--- config.mk ---
export PLATFORM = sky130hd
export DESIGN_NAME = branch_comp_pipe_flat
export DESIGN_NICKNAME = d
export VERILOG_FILES = /design/src/rtl/branch_comp_pipe_if.sv /design/src/rtl/branch_comp_pipe.sv /design/src/flat_wrapper.sv
export SDC_FILE = /design/constraint.sdc
export NUM_CORES = 1
export LEC_CHECK = 0
export BUFFER_PORTS_ARGS = -buffer_cell sky130_fd_sc_hd__buf_2
export CAP_MARGIN = 30
export CORE_ASPECT_RATIO = 1.4
export CORE_MARGIN = 8
export CORE_UTILIZATION = 52
export DETAILED_ROUTE_END_ITERATION = 10
export PLACE_DENSITY = 0.82
export SKIP_LAST_GASP = 1
export SLEW_MARGIN = 10
export SYNTH_ARGS = -nofsm -noshare
export SYNTH_HDL_FRONTEND = slang
export SYNTH_SLANG_ARGS = --single-unit
--- constraint.sdc ---
create_clock -name clk -period 2.6 [get_ports clk]
set_input_delay 0.13 -clock clk [delete_from_list [all_inputs] [get_ports clk]]
set_output_delay 0.13 -clock clk [all_outputs]
set_load 0.01 [all_outputs]
--- src/rtl/branch_comp_pipe_if.sv ---
// Handshake bundle for branch_comp_pipe: operand/request side and result side.
interface branch_comp_pipe_if #(
    parameter int unsigned XLEN = 32
);
    logic            in_valid;
    logic            in_ready;
    logic [XLEN-1:0] in_a;
    logic [XLEN-1:0] in_b;
    logic [2:0]      in_funct3;
    logic            in_mode;
    logic            out_valid;
    logic            out_ready;
    logic [XLEN-1:0] out_result;
    logic            out_taken;
    logic            out_illegal;

    // The compare unit itself.
    modport slave (
        input  in_valid, in_a, in_b, in_funct3, in_mode, out_ready,
        output in_ready, out_valid, out_result, out_taken, out_illegal
    );

    // Whoever feeds operands and consumes results.
    modport master (
        output in_valid, in_a, in_b, in_funct3, in_mode, out_ready,
        input  in_ready, out_valid, out_result, out_taken, out_illegal
    );
endinterface

--- src/rtl/branch_comp_pipe.sv ---
// Two-stage elastic branch / set-less-than compare unit with flush and a
// saturating counter of delivered taken branches.
module branch_comp_pipe #(
    parameter int unsigned XLEN  = 32,
    parameter int unsigned CNT_W = 16
) (
    input  logic             clk,
    input  logic             rst_n,
    input  logic             flush,
    branch_comp_pipe_if.slave bus,
    output logic [CNT_W-1:0] taken_count
);
    localparam logic [CNT_W-1:0] CntMax = '1;
    localparam logic [CNT_W-1:0] CntOne = {{(CNT_W-1){1'b0}}, 1'b1};

    logic            r_s1_valid;
    logic            r_s1_eq;
    logic            r_s1_lt_u;
    logic            r_s1_lt_s;
    logic [2:0]      r_s1_funct3;
    logic            r_s1_mode;
    logic            r_s2_valid;
    logic [XLEN-1:0] r_out_result;
    logic            r_out_taken;
    logic            r_out_illegal;
    logic [CNT_W-1:0] r_taken_count;

    logic [XLEN:0]   w_diff;
    logic            w_eq;
    logic            w_lt_u;
    logic            w_lt_s;
    logic            w_s1_adv;
    logic            w_s2_adv;
    logic            w_flag;
    logic            w_illegal;
    logic            w_taken;

    // Operand comparison from a single widened subtraction; the extra top bit is the borrow.
    always_comb begin
        w_diff = {1'b0, bus.in_a} - {1'b0, bus.in_b};
        w_eq   = (w_diff[XLEN-1:0] == '0);
        w_lt_u = w_diff[XLEN];
        // Differing signs decide directly; equal signs cannot overflow so the diff sign holds.
        w_lt_s = (bus.in_a[XLEN-1] != bus.in_b[XLEN-1]) ? bus.in_a[XLEN-1] : w_diff[XLEN-1];
    end

    // Pipeline advance: a stage moves when it is empty or its successor moves.
    always_comb begin
        w_s2_adv     = ~r_s2_valid | bus.out_ready;
        w_s1_adv     = ~r_s1_valid | w_s2_adv;
        bus.in_ready = w_s1_adv;
    end

    // Condition select from the stage-1 flags; unsupported combinations yield a zero flag.
    always_comb begin
        w_flag    = 1'b0;
        w_illegal = 1'b0;
        if (!r_s1_mode) begin
            unique case (r_s1_funct3)
                3'b000:         w_flag = r_s1_eq;
                3'b001:         w_flag = ~r_s1_eq;
                3'b100:         w_flag = r_s1_lt_s;
                3'b101:         w_flag = ~r_s1_lt_s;
                3'b110:         w_flag = r_s1_lt_u;
                3'b111:         w_flag = ~r_s1_lt_u;
                3'b010, 3'b011: w_illegal = 1'b1;
            endcase
        end else begin
            case (r_s1_funct3)
                3'b010:  w_flag = r_s1_lt_s;
                3'b011:  w_flag = r_s1_lt_u;
                default: w_illegal = 1'b1;
            endcase
        end
        w_taken = ~r_s1_mode & w_flag;
    end

    // Stage 1: capture compare flags and decode fields on accept; flush drops the slot.
    always_ff @(posedge clk or negedge rst_n) begin
        if (!rst_n) begin
            r_s1_valid  <= 1'b0;
            r_s1_eq     <= 1'b0;
            r_s1_lt_u   <= 1'b0;
            r_s1_lt_s   <= 1'b0;
            r_s1_funct3 <= 3'b000;
            r_s1_mode   <= 1'b0;
        end else begin
            if (flush) begin
                r_s1_valid <= 1'b0;
            end else if (w_s1_adv) begin
                r_s1_valid <= bus.in_valid;
            end
            if (w_s1_adv && bus.in_valid) begin
                r_s1_eq     <= w_eq;
                r_s1_lt_u   <= w_lt_u;
                r_s1_lt_s   <= w_lt_s;
                r_s1_funct3 <= bus.in_funct3;
                r_s1_mode   <= bus.in_mode;
            end
        end
    end

    // Stage 2: registered result; held while the consumer stalls.
    always_ff @(posedge clk or negedge rst_n) begin
        if (!rst_n) begin
            r_s2_valid    <= 1'b0;
            r_out_result  <= '0;
            r_out_taken   <= 1'b0;
            r_out_illegal <= 1'b0;
        end else begin
            if (flush) begin
                r_s2_valid <= 1'b0;
            end else if (w_s2_adv) begin
                r_s2_valid <= r_s1_valid;
            end
            if (w_s2_adv && r_s1_valid) begin
                r_out_result  <= {{(XLEN-1){1'b0}}, w_flag};
                r_out_taken   <= w_taken;
                r_out_illegal <= w_illegal;
            end
        end
    end

    // Count taken branches actually handed over, including one delivered during a flush.
    always_ff @(posedge clk or negedge rst_n) begin
        if (!rst_n) begin
            r_taken_count <= '0;
        end else if (r_s2_valid && bus.out_ready && r_out_taken && (r_taken_count != CntMax)) begin
            r_taken_count <= r_taken_count + CntOne;
        end
    end

    assign bus.out_valid   = r_s2_valid;
    assign bus.out_result  = r_out_result;
    assign bus.out_taken   = r_out_taken;
    assign bus.out_illegal = r_out_illegal;
    assign taken_count     = r_taken_count;
endmodule
--- src/flat_wrapper.sv ---
// flat-port wrapper written by rule: the top's interface ports become plain ports
module branch_comp_pipe_flat 
#(
    parameter int unsigned XLEN  = 32,
    parameter int unsigned CNT_W = 16
)
  (clk, rst_n, flush, taken_count, bus_in_valid, bus_in_a, bus_in_b, bus_in_funct3, bus_in_mode, bus_out_ready, bus_in_ready, bus_out_valid, bus_out_result, bus_out_taken, bus_out_illegal);
  branch_comp_pipe_if #(.XLEN(XLEN)) bus_i ();
  input  logic clk;
  input  logic rst_n;
  input  logic flush;
  output logic [CNT_W-1:0] taken_count;
  input wire logic [$bits(bus_i.in_valid)-1:0] bus_in_valid;
  input wire logic [$bits(bus_i.in_a)-1:0] bus_in_a;
  input wire logic [$bits(bus_i.in_b)-1:0] bus_in_b;
  input wire logic [$bits(bus_i.in_funct3)-1:0] bus_in_funct3;
  input wire logic [$bits(bus_i.in_mode)-1:0] bus_in_mode;
  input wire logic [$bits(bus_i.out_ready)-1:0] bus_out_ready;
  output wire logic [$bits(bus_i.in_ready)-1:0] bus_in_ready;
  output wire logic [$bits(bus_i.out_valid)-1:0] bus_out_valid;
  output wire logic [$bits(bus_i.out_result)-1:0] bus_out_result;
  output wire logic [$bits(bus_i.out_taken)-1:0] bus_out_taken;
  output wire logic [$bits(bus_i.out_illegal)-1:0] bus_out_illegal;
  assign bus_i.in_valid = bus_in_valid;
  assign bus_i.in_a = bus_in_a;
  assign bus_i.in_b = bus_in_b;
  assign bus_i.in_funct3 = bus_in_funct3;
  assign bus_i.in_mode = bus_in_mode;
  assign bus_i.out_ready = bus_out_ready;
  assign bus_in_ready = bus_i.in_ready;
  assign bus_out_valid = bus_i.out_valid;
  assign bus_out_result = bus_i.out_result;
  assign bus_out_taken = bus_i.out_taken;
  assign bus_out_illegal = bus_i.out_illegal;
  branch_comp_pipe #(.XLEN(XLEN), .CNT_W(CNT_W)) u_core (.clk(clk), .rst_n(rst_n), .flush(flush), .bus(bus_i), .taken_count(taken_count));
endmodule
==> flow_summary.toml, run 1 <==
[clock_network]
cts_root_buffer = "clkbuf_8"
clk_latency_ps = 270
cts_inserted_buffers = 3
cts.clk_slew.worst_paths_ps = 90
cts_sinks = 28
tritoncts = "built"
h-tree-depth = 1
clock_path_buffers = 2

[critical_path]
cp.buffers_inverters = 2
path_class = "in2reg"
slowest_stage = "fa_1"
worst_path_largest_cell_delay_ps = 510
crit_chain = "buf_2 > inv_6 > ha_4 > nand2_2 > o211ai_1 > a221oi_4 > a211oi_2 > nor2_1 > o21bai_1 > a21o_1 > a21oi_1 > o21a_1 > fa_1 > nand3_1 > a2111o_1 > nor4_2 > o211ai_1 > nor4_2 > nand4_1 > or4_4 > a2111oi_4 > a32o_2"
rr_worst_depth = 9
r2r_end = "u_core.r_s1_eq"
start_kind = "input port"
crit_arrival_ps = 4220
worst-path-max-fanout = 4
cp_data_required_time_ps = 2820
rrSetupSlack_ps = 260
end_kind = "flip-flop"
reg2reg_from = "u_core.bus.out_valid"
critical_path.top_delay_family = "compound AO/OA/AOI/OAI gates"

[timing]
skew_ps = 3.99
final.setup.tns_ps = -1400
timing.final.hold_violations = 0
max_freq_ghz = 0.250
rsz0062_at_grt = "true"
final-setup-viol-count = 1
period_minus_slack_ps = 4000
finalCritPeriodShare = 1.54
worst_slack_ps = -1400
slew_violations = 0
tightest_slew_ps = 608
slew_headroom = 0.595

[power_and_ir_drop]
sequentialPowerShare = 0.302
ir_drop_v = 0.000355
pwr-share-clk = 0.155
switching_share = 0.377
cellLeakagePower_nw = 2.53
cellPowerDensity_nw_per_um2 = 346
internal_power_w = 0.00107
p_switching_w = 0.000647
combPwrFrac = 0.544

[cells_and_area]
layout.cells.non_filler = 737
final_cell_mix = "buf_4 (100), buf_2 (93), inv_1 (49), a21oi_1 (33), conb_1 (31)"
final_common_cell = "buf_4"
fill_cells = 562
antenna_cells_inserted = 0
syn2layout_area_growth_pct = 36.6
drive_above_1_share = 0.364
nets = 751

[synthesis]
synth_cells = 457
yosys_warnings = 0
syn_area_per_cell_um2 = 7.96
syn_area_um2 = 3640
synth_seq_cells = 28
synth_edf_count = 0
async_reset_ff_frac = 1.00
yosysSeqAreaShare = 0.193
ys.flop_type = "dfrtp_1"
synth.distinct_cells = 72

[place]
gp_congestion = 0.887
port_buffers = 93
dp_cells = 730
dp_hpwl_mm = 9.02

[min_path]
hold_depth = 2
hp-start = "flush"
whs_endpoint = "u_core.bus.out_valid"
worstHoldPathType = "in2reg"

[floorplanning]
fp.dieW_um = 86.7
initial_utilization = 0.528
pin_count = 125
coreArea_um2 = 6890
die_h_um = 115
rows = 36
die_area_um2 = 9960

[grt]
grt_overflow = 0
track_usage = 0.208
antenna_found_initial = 0
grt_max_degree = 29
grt_pass1_wl_mm = 17.3
grt_pass1_vias = 3999

[run]
max-cap-violations = 0

[route]
met2_length_mm = 5.60
via_per_inst = 5.40
met1_length_mm = 4.00
drcViolationCount = 0
wl_met3_um = 751
vias = 3977
wl_per_cell_um = 14.4
initialDrtViolationCount = 174
top_layer = "met4"
routed_wl_mm = 10.6
drt_first_pass_iters = 4
drtAntennaViolNets = 0

[status]
violations = "setup timing"
status = "complete, but fails checks"
[registers in the layout, summed over array words and instances (netlist names)]
name / cells
u_core.bus.out_illegal: 1
u_core.bus.out_result: 1
u_core.bus.out_taken: 1
u_core.bus.out_valid: 1
u_core.r_s1_eq: 1
u_core.r_s1_funct3: 3
u_core.r_s1_lt_s: 1
u_core.r_s1_lt_u: 1
u_core.r_s1_mode: 1
u_core.r_s1_valid: 1
u_core.taken_count: 16
[stage by stage]
step                       util  power, W  area (µm²)  worst slack (ps)  hold WS [ps]
after floorplan               -   0.00108        3820             -1550          -166
after global placement    0.701   0.00140        4830             -1790           161
after detailed placement  0.701   0.00143        4830             -1940           160
after CTS                 0.721   0.00171        4970             -1390          7.03
after global routing      0.721   0.00183        4970             -1710          2.16
final                     0.721   0.00172        4970             -1400          12.9
[per-layer routing]
metal,track usage,vias to the layer above
met4,0.0738,0
met2,0.400,141
li1,-,1943
met5,0,-
met1,0.213,1869
met3,0.0429,24
[synth_stat cells, types with 4 or more instances]
cell,n,area share
inv_1,52,0.054
a21oi_1,34,0.047
ha_1,33,0.11
buf_4,31,0.064
dfrtp_1,28,0.19
nand2_1,28,0.029
nand3_1,25,0.034
o21ai_0,25,0.034
xnor2_1,24,0.058
nor2_1,23,0.024
mux2_2,9,0.028
nand4_1,9,0.015
o211ai_1,9,0.019
o21a_1,8,0.017
a21o_1,7,0.014
xor2_1,7,0.017
clkbuf_1,6,0.0062
nor3_1,6,0.0083
a31oi_1,5,0.0086
and3_1,5,0.0086
nand2b_1,5,0.0086
buf_2,4,0.0055
mux2i_1,4,0.011
[area by class of cell]
class	count	area, µm²	area share
repair buffers	194	1230	0.247
multi-input cells	364	2660	0.535
clock buffers	4	55.1	0.0111
well taps	95	119	0.0239
inverters	52	208	0.0418
flip-flops and latches	28	701	0.141
[worst register-to-register path, stage by stage (launching register included)]
cell and delay (ps):
dfrtp_1 430, nand3b_1 150, nand2_1 120, a311oi_1 280
o211ai_1 150, nor4_2 170, nand4_1 130, or4_4 450
a2111oi_4 210, a32o_2 210
[timing repair]
item	CTS	global route
hold buffers	1	0
hold endpoints to repair	28	0
pin swaps	10	0
setup buffers	2	0
gates resized for setup	6	0
endpoints found under the setup margin	1	1
[power groups by stage]
stage | clock, W | sequential [W] | combinational (W)
3_3_place_gp | 0 | 0.000523 | 0.000876
2_1_floorplan | 0 | 0.000528 | 0.000553
6_report | 0.000265 | 0.000518 | 0.000934
4_1_cts | 0.000268 | 0.000517 | 0.000929
3_5_place_dp | 0 | 0.000525 | 0.000901
5_1_grt | 0.000281 | 0.000525 | 0.00102
[logic make-up after synthesis]
family,share of synthesized area
muxes,0.0389
DFF,0.193
other,0.00103
adders and majority gates,0.125
buffers and inverters,0.136
xor gates and xnor gates,0.0746
AOI/OAI and AO/OA,0.248
and+or+nand+nor,0.184
[worst max-delay path by stage]
stage           startpoint        endpoint  slack (ps)  cells after the start
3_5_place_dp   bus_in_b[4]  u_core.r_s1_eq       -1940                     22
5_1_grt        bus_in_b[6]  u_core.r_s1_eq       -1710                     22
4_1_cts        bus_in_b[6]  u_core.r_s1_eq       -1390                     22
2_1_floorplan  bus_in_b[4]  u_core.r_s1_eq       -1550                     22
6_report       bus_in_b[6]  u_core.r_s1_eq       -1400                     22
3_3_place_gp   bus_in_b[4]  u_core.r_s1_eq       -1790                     22
No activity file was read; power rests on OpenSTA's default activity.
==> run 2, diff against run 1 <==
--- a/config.mk
+++ b/config.mk
@@ -12,7 +12,6 @@
 export CORE_UTILIZATION = 52
 export DETAILED_ROUTE_END_ITERATION = 10
 export PLACE_DENSITY = 0.82
-export SKIP_LAST_GASP = 1
 export SLEW_MARGIN = 10
 export SYNTH_ARGS = -nofsm -noshare
 export SYNTH_HDL_FRONTEND = slang
==> flow_summary.toml, run 2 (synthesized netlist as in run 1, its figures left out) <==
[timing]
skew_ps = 2.97
worst_slack_ps = -1400
period_minus_slack_ps = 4000
final.setup.tns_ps = -1400
finalCritPeriodShare = 1.54
rsz0062_at_grt = "true"
max_freq_ghz = 0.250
final-setup-viol-count = 1
slew_violations = 0
timing.final.hold_violations = 0
tightest_slew_ps = 607
slew_headroom = 0.595

[critical_path]
worst_path_largest_cell_delay_ps = 510
slowest_stage = "fa_1"
path_class = "in2reg"
start_kind = "input port"
crit_chain = "buf_2 > inv_1 > ha_1 > a21oi_2 > o311ai_2 > o22ai_2 > o21ai_0 > nor2_1 > o21bai_1 > a21o_1 > a21oi_2 > o21a_1 > fa_1 > nand3_1 > a2111o_1 > nor4_2 > o211ai_1 > nor4_2 > nand4_1 > or4_4 > a2111oi_4 > a32o_2"
critical_path.top_delay_family = "compound AO/OA/AOI/OAI gates"
end_kind = "flip-flop"
cp_data_required_time_ps = 2820
worst-path-max-fanout = 3
rrSetupSlack_ps = 230
crit_arrival_ps = 4220
cp.buffers_inverters = 2

[place]
placed_area_um2 = 4830
dp_slack_ps = -1940
dp_hpwl_mm = 9.02
gp_congestion = 0.887
port_buffers = 93

[status]
violations = "setup timing"
status = "complete, but fails checks"

[cells_and_area]
largest_reg_flops = 16
final_cell_mix = "buf_4 (100), buf_2 (88), inv_1 (49), a21oi_1 (31), conb_1 (31)"
fin_area_um2 = 5030
final_common_cell = "buf_4"
fill_cells = 546
ff_latch_area_um2 = 701
syn2layout_area_growth_pct = 38.2
nets = 751
antenna_cells_inserted = 0
multi_input_area_um2 = 2680
drive_above_1_share = 0.372

[clock_network]
cts_sinks = 28
clock_path_buffers = 2
cts_inserted_buffers = 3
tritoncts = "built"
h-tree-depth = 1
cts_root_buffer = "clkbuf_8"
clk_latency_ps = 270
cts.clk_slew.worst_paths_ps = 90

[min_path]
worstHoldPathType = "in2reg"

[grt]
grt_pass1_vias = 4004
antenna_found_initial = 0
grt_overflow = 0
track_usage = 0.209
grt_pass1_wl_mm = 17.4
grt_max_degree = 29

[route]
via_per_inst = 5.41
vias = 3987
drt_first_pass_iters = 4
routed_wl_mm = 10.7
initialDrtViolationCount = 178
drcViolationCount = 0
drtAntennaViolNets = 0
wl_per_cell_um = 14.5

[floorplanning]
die_h_um = 115
rows = 36
coreArea_um2 = 6890
fp.dieW_um = 86.7
pin_count = 125
die_area_um2 = 9960
initial_utilization = 0.528

[power_and_ir_drop]
ir_drop_v = 0.000355
cellPowerDensity_nw_per_um2 = 345
cellLeakagePower_nw = 2.55

[run]
max-cap-violations = 0
-- run 2: cell types whose count changed in the layout (fill, tap and decap cells not counted) --
cell	previous run	this run
buf_2	93	88
buf_6	0	4
a21oi_1	33	31
a21oi_2	3	5
buf_8	0	1
nor2_1	23	22
nor2_2	0	1
o22ai_1	2	1
o22ai_2	0	1
o311ai_1	1	0
o311ai_2	0	1
-- run 2: power by group --
part | total [W] | internal [W] | switching (W)
logic | 0.000948 | 0.000472 | 0.000475
registers | 0.000518 | 0.000471 | 0.0000469
clock network | 0.000266 | 0.000136 | 0.000130
-- run 2: worst register-to-register path: stages, from the launching register on --
cell,delay (ps)
dfrtp_1,430
nand3b_1,150
nand2_1,120
a311oi_1,290
o211ai_1,150
nor4_2,170
nand4_1,130
or4_4,450
a2111oi_4,210
a32o_2,210
-- run 2: path summary, 6_finish.rpt --
kind / from / to / cells past startpoint
min in group asynchronous: rst_n / u_core.taken_count[0] / 2
min: flush / u_core.bus.out_valid / 2
max in group asynchronous: rst_n / u_core.r_s1_lt_s / 2
min reg2reg: u_core.taken_count[6] / u_core.taken_count[6] / 1
max reg2reg: u_core.bus.out_valid / u_core.r_s1_eq / 9
max: bus_in_b[16] / u_core.r_s1_eq / 22
-- run 2: cell type report --
| cell class | instances | share of cell area |
|---|---|---|
| multi-input combinational | 364 | 0.534 |
| tap | 95 | 0.0236 |
| clock buffer | 4 | 0.0110 |
| inverter | 52 | 0.0413 |
| sequential | 28 | 0.139 |
| timing repair buffer | 194 | 0.251 |
-- run 2: routing by layer --
layer | vias to the layer above | track usage | part of all wire
li1 | 1943 | - | -
met5 | - | 0 | 0
met2 | 141 | 0.401 | 0.53
met4 | 0 | 0.0738 | 0.026
met1 | 1877 | 0.214 | 0.37
met3 | 26 | 0.0422 | 0.074
-- run 2: timing repair --
action,4_1_cts,5_1_grt
hold endpoints to repair,28,0
buffers inserted,2,0
pin swaps,10,1
resized for setup,11,8
hold buffers,1,0
endpoints found under the setup margin,1,1
-- run 2: per-stage QoR --
stage	util	hold WS, ps	cells	power (W)
5_1_grt	0.729	2.16	737	0.00184
6_report	0.729	11.8	737	0.00173
4_1_cts	0.723	7.03	737	0.00172
3_5_place_dp	0.701	160	730	0.00143
2_1_floorplan	-	-166	487	0.00108
3_3_place_gp	0.701	161	730	0.00140
==> run 3, diff against run 2 <==
--- a/config.mk
+++ b/config.mk
@@ -9,10 +9,10 @@
 export CAP_MARGIN = 30
 export CORE_ASPECT_RATIO = 1.4
 export CORE_MARGIN = 8
-export CORE_UTILIZATION = 52
+export CORE_UTILIZATION = 50
 export DETAILED_ROUTE_END_ITERATION = 10
-export PLACE_DENSITY = 0.82
-export SLEW_MARGIN = 10
+export PLACE_DENSITY = 0.8
+export SLEW_MARGIN = 30
 export SYNTH_ARGS = -nofsm -noshare
 export SYNTH_HDL_FRONTEND = slang
 export SYNTH_SLANG_ARGS = --single-unit
==> flow_summary.toml, run 3 (synthesized netlist as in run 1, its figures left out) <==
[status]
status = "complete, but fails checks"
violations = "setup timing"

[timing]
period_minus_slack_ps = 3960
rsz0062_at_grt = "true"
worst_slack_ps = -1360
tightest_slew_ps = 608
skew_ps = 3.95
finalCritPeriodShare = 1.52
final-setup-viol-count = 1
slew_headroom = 0.590
timing.final.hold_violations = 0
slew_violations = 0
max_freq_ghz = 0.252

[floorplanning]
rows = 37
initial_utilization = 0.504
fp.dieW_um = 88.1
die_area_um2 = 10300
die_h_um = 117
pin_count = 125
coreArea_um2 = 7220

[clock_network]
cts_root_buffer = "clkbuf_8"
tritoncts = "built"
h-tree-depth = 1
clock_path_buffers = 2
cts.clk_slew.worst_paths_ps = 90
cts_sinks = 28
clk_latency_ps = 270
cts_inserted_buffers = 3

[route]
vias = 3953
routed_wl_mm = 10.7
drtAntennaViolNets = 0
initialDrtViolationCount = 129
via_per_inst = 5.33
wl_per_cell_um = 14.4
drt_first_pass_iters = 4
drcViolationCount = 0

[grt]
grt_pass1_vias = 4065
track_usage = 0.200
antenna_found_initial = 0
grt_max_degree = 29
grt_overflow = 0
grt_pass1_wl_mm = 17.0

[cells_and_area]
drive_above_1_share = 0.372
nets = 754
largest_reg_flops = 16
fin_area_um2 = 5010
fill_cells = 594
antenna_cells_inserted = 0
syn2layout_area_growth_pct = 37.7
final_cell_mix = "buf_4 (104), buf_2 (91), inv_1 (49), a21oi_1 (33), conb_1 (31)"
final_util = 0.694
final_common_cell = "buf_4"

[power_and_ir_drop]
power_w = 0.00173
sequentialPowerShare = 0.301
pwr-share-clk = 0.151
cellLeakagePower_nw = 2.56
ir_drop_v = 0.000410
cellPowerDensity_nw_per_um2 = 345
switching_share = 0.377
combPwrFrac = 0.549
p_switching_w = 0.000651
internal_power_w = 0.00108

[critical_path]
end_kind = "flip-flop"
path_class = "in2reg"
start_kind = "input port"
cp_data_required_time_ps = 2820
worst-path-max-fanout = 4
rr_worst_depth = 9
crit_arrival_ps = 4180

[min_path]
hold_depth = 2
worstHoldPathType = "in2reg"

[place]
port_buffers = 93
dp_slack_ps = -1940
gp_congestion = 0.958
placed_area_um2 = 4860
dp_hpwl_mm = 9.07

[run]
max-cap-violations = 0
[run 3: cell type report]
class	count	area [µm²]	share of cell area
multi-input cells	364	2670	0.532
repair buffers	197	1260	0.251
flip-flops and latches	28	701	0.140
inverters	52	208	0.0415
well taps	97	121	0.0242
clock buffers	4	55.1	0.0110
[run 3: metal layers]
metal | global-route usage | share of wire
met2 | 0.395 | 0.54
met5 | 0 | 0
met3 | 0.0280 | 0.064
met4 | 0.0657 | 0.019
met1 | 0.206 | 0.37
[run 3: worst paths after layout]
| check | startpoint | slack (ps) | endpoint |
|---|---|---|---|
| setup reg to reg | u_core.r_s1_valid | 340 | u_core.r_s1_eq |
| hold reg to reg | u_core.taken_count[4] | 500 | u_core.taken_count[4] |
| setup / recovery | bus_in_a[6] | -1360 | u_core.r_s1_eq |
| min in group asynchronous | rst_n | 400 | u_core.taken_count[14] |
| hold / removal | flush | 8 | u_core.r_s1_valid |
| max in group asynchronous | rst_n | 1800 | u_core.taken_count[7] |
[run 3: through the flow]
| step | TNS, ps | hold WS, ps | cells |
|---|---|---|---|
| after floorplan | -1550 | -166 | 487 |
| after global placement | -1840 | 164 | 736 |
| after detailed placement | -2090 | 167 | 736 |
| after CTS | -1370 | 3.66 | 741 |
| after global routing | -1660 | 15.8 | 742 |
| final | -1360 | 8.44 | 742 |
[run 3: power groups by stage]
stage | logic [W] | clock network (W) | registers [W]
2_1_floorplan | 0.000553 | 0 | 0.000528
3_3_place_gp | 0.000888 | 0 | 0.000523
5_1_grt | 0.00104 | 0.000275 | 0.000525
6_report | 0.000948 | 0.000261 | 0.000519
4_1_cts | 0.000931 | 0.000265 | 0.000519
3_5_place_dp | 0.000913 | 0 | 0.000526
[run 3: what timing repair did]
item	in CTS	in global routing
pin swaps	7	2
hold buffers	1	0
buffers inserted	0	1
endpoints found under the setup margin	1	1
hold endpoints to repair	28	0
gates resized for setup	7	5
[run 3: worst max-delay path: stages]
cell,delay [ps]
buf_2,110
ha_4,280
nand2_2,50
o211ai_1,280
a221oi_4,130
a211oi_2,240
nor2_1,80
o21bai_1,210
a21o_1,140
a21oi_1,60
o21a_1,180
fa_1,500
nand3_1,70
a2111o_1,290
nor4_2,140
o211ai_1,150
nor4_2,160
nand4_1,130
or4_4,440
a2111oi_4,190
a32o_2,210
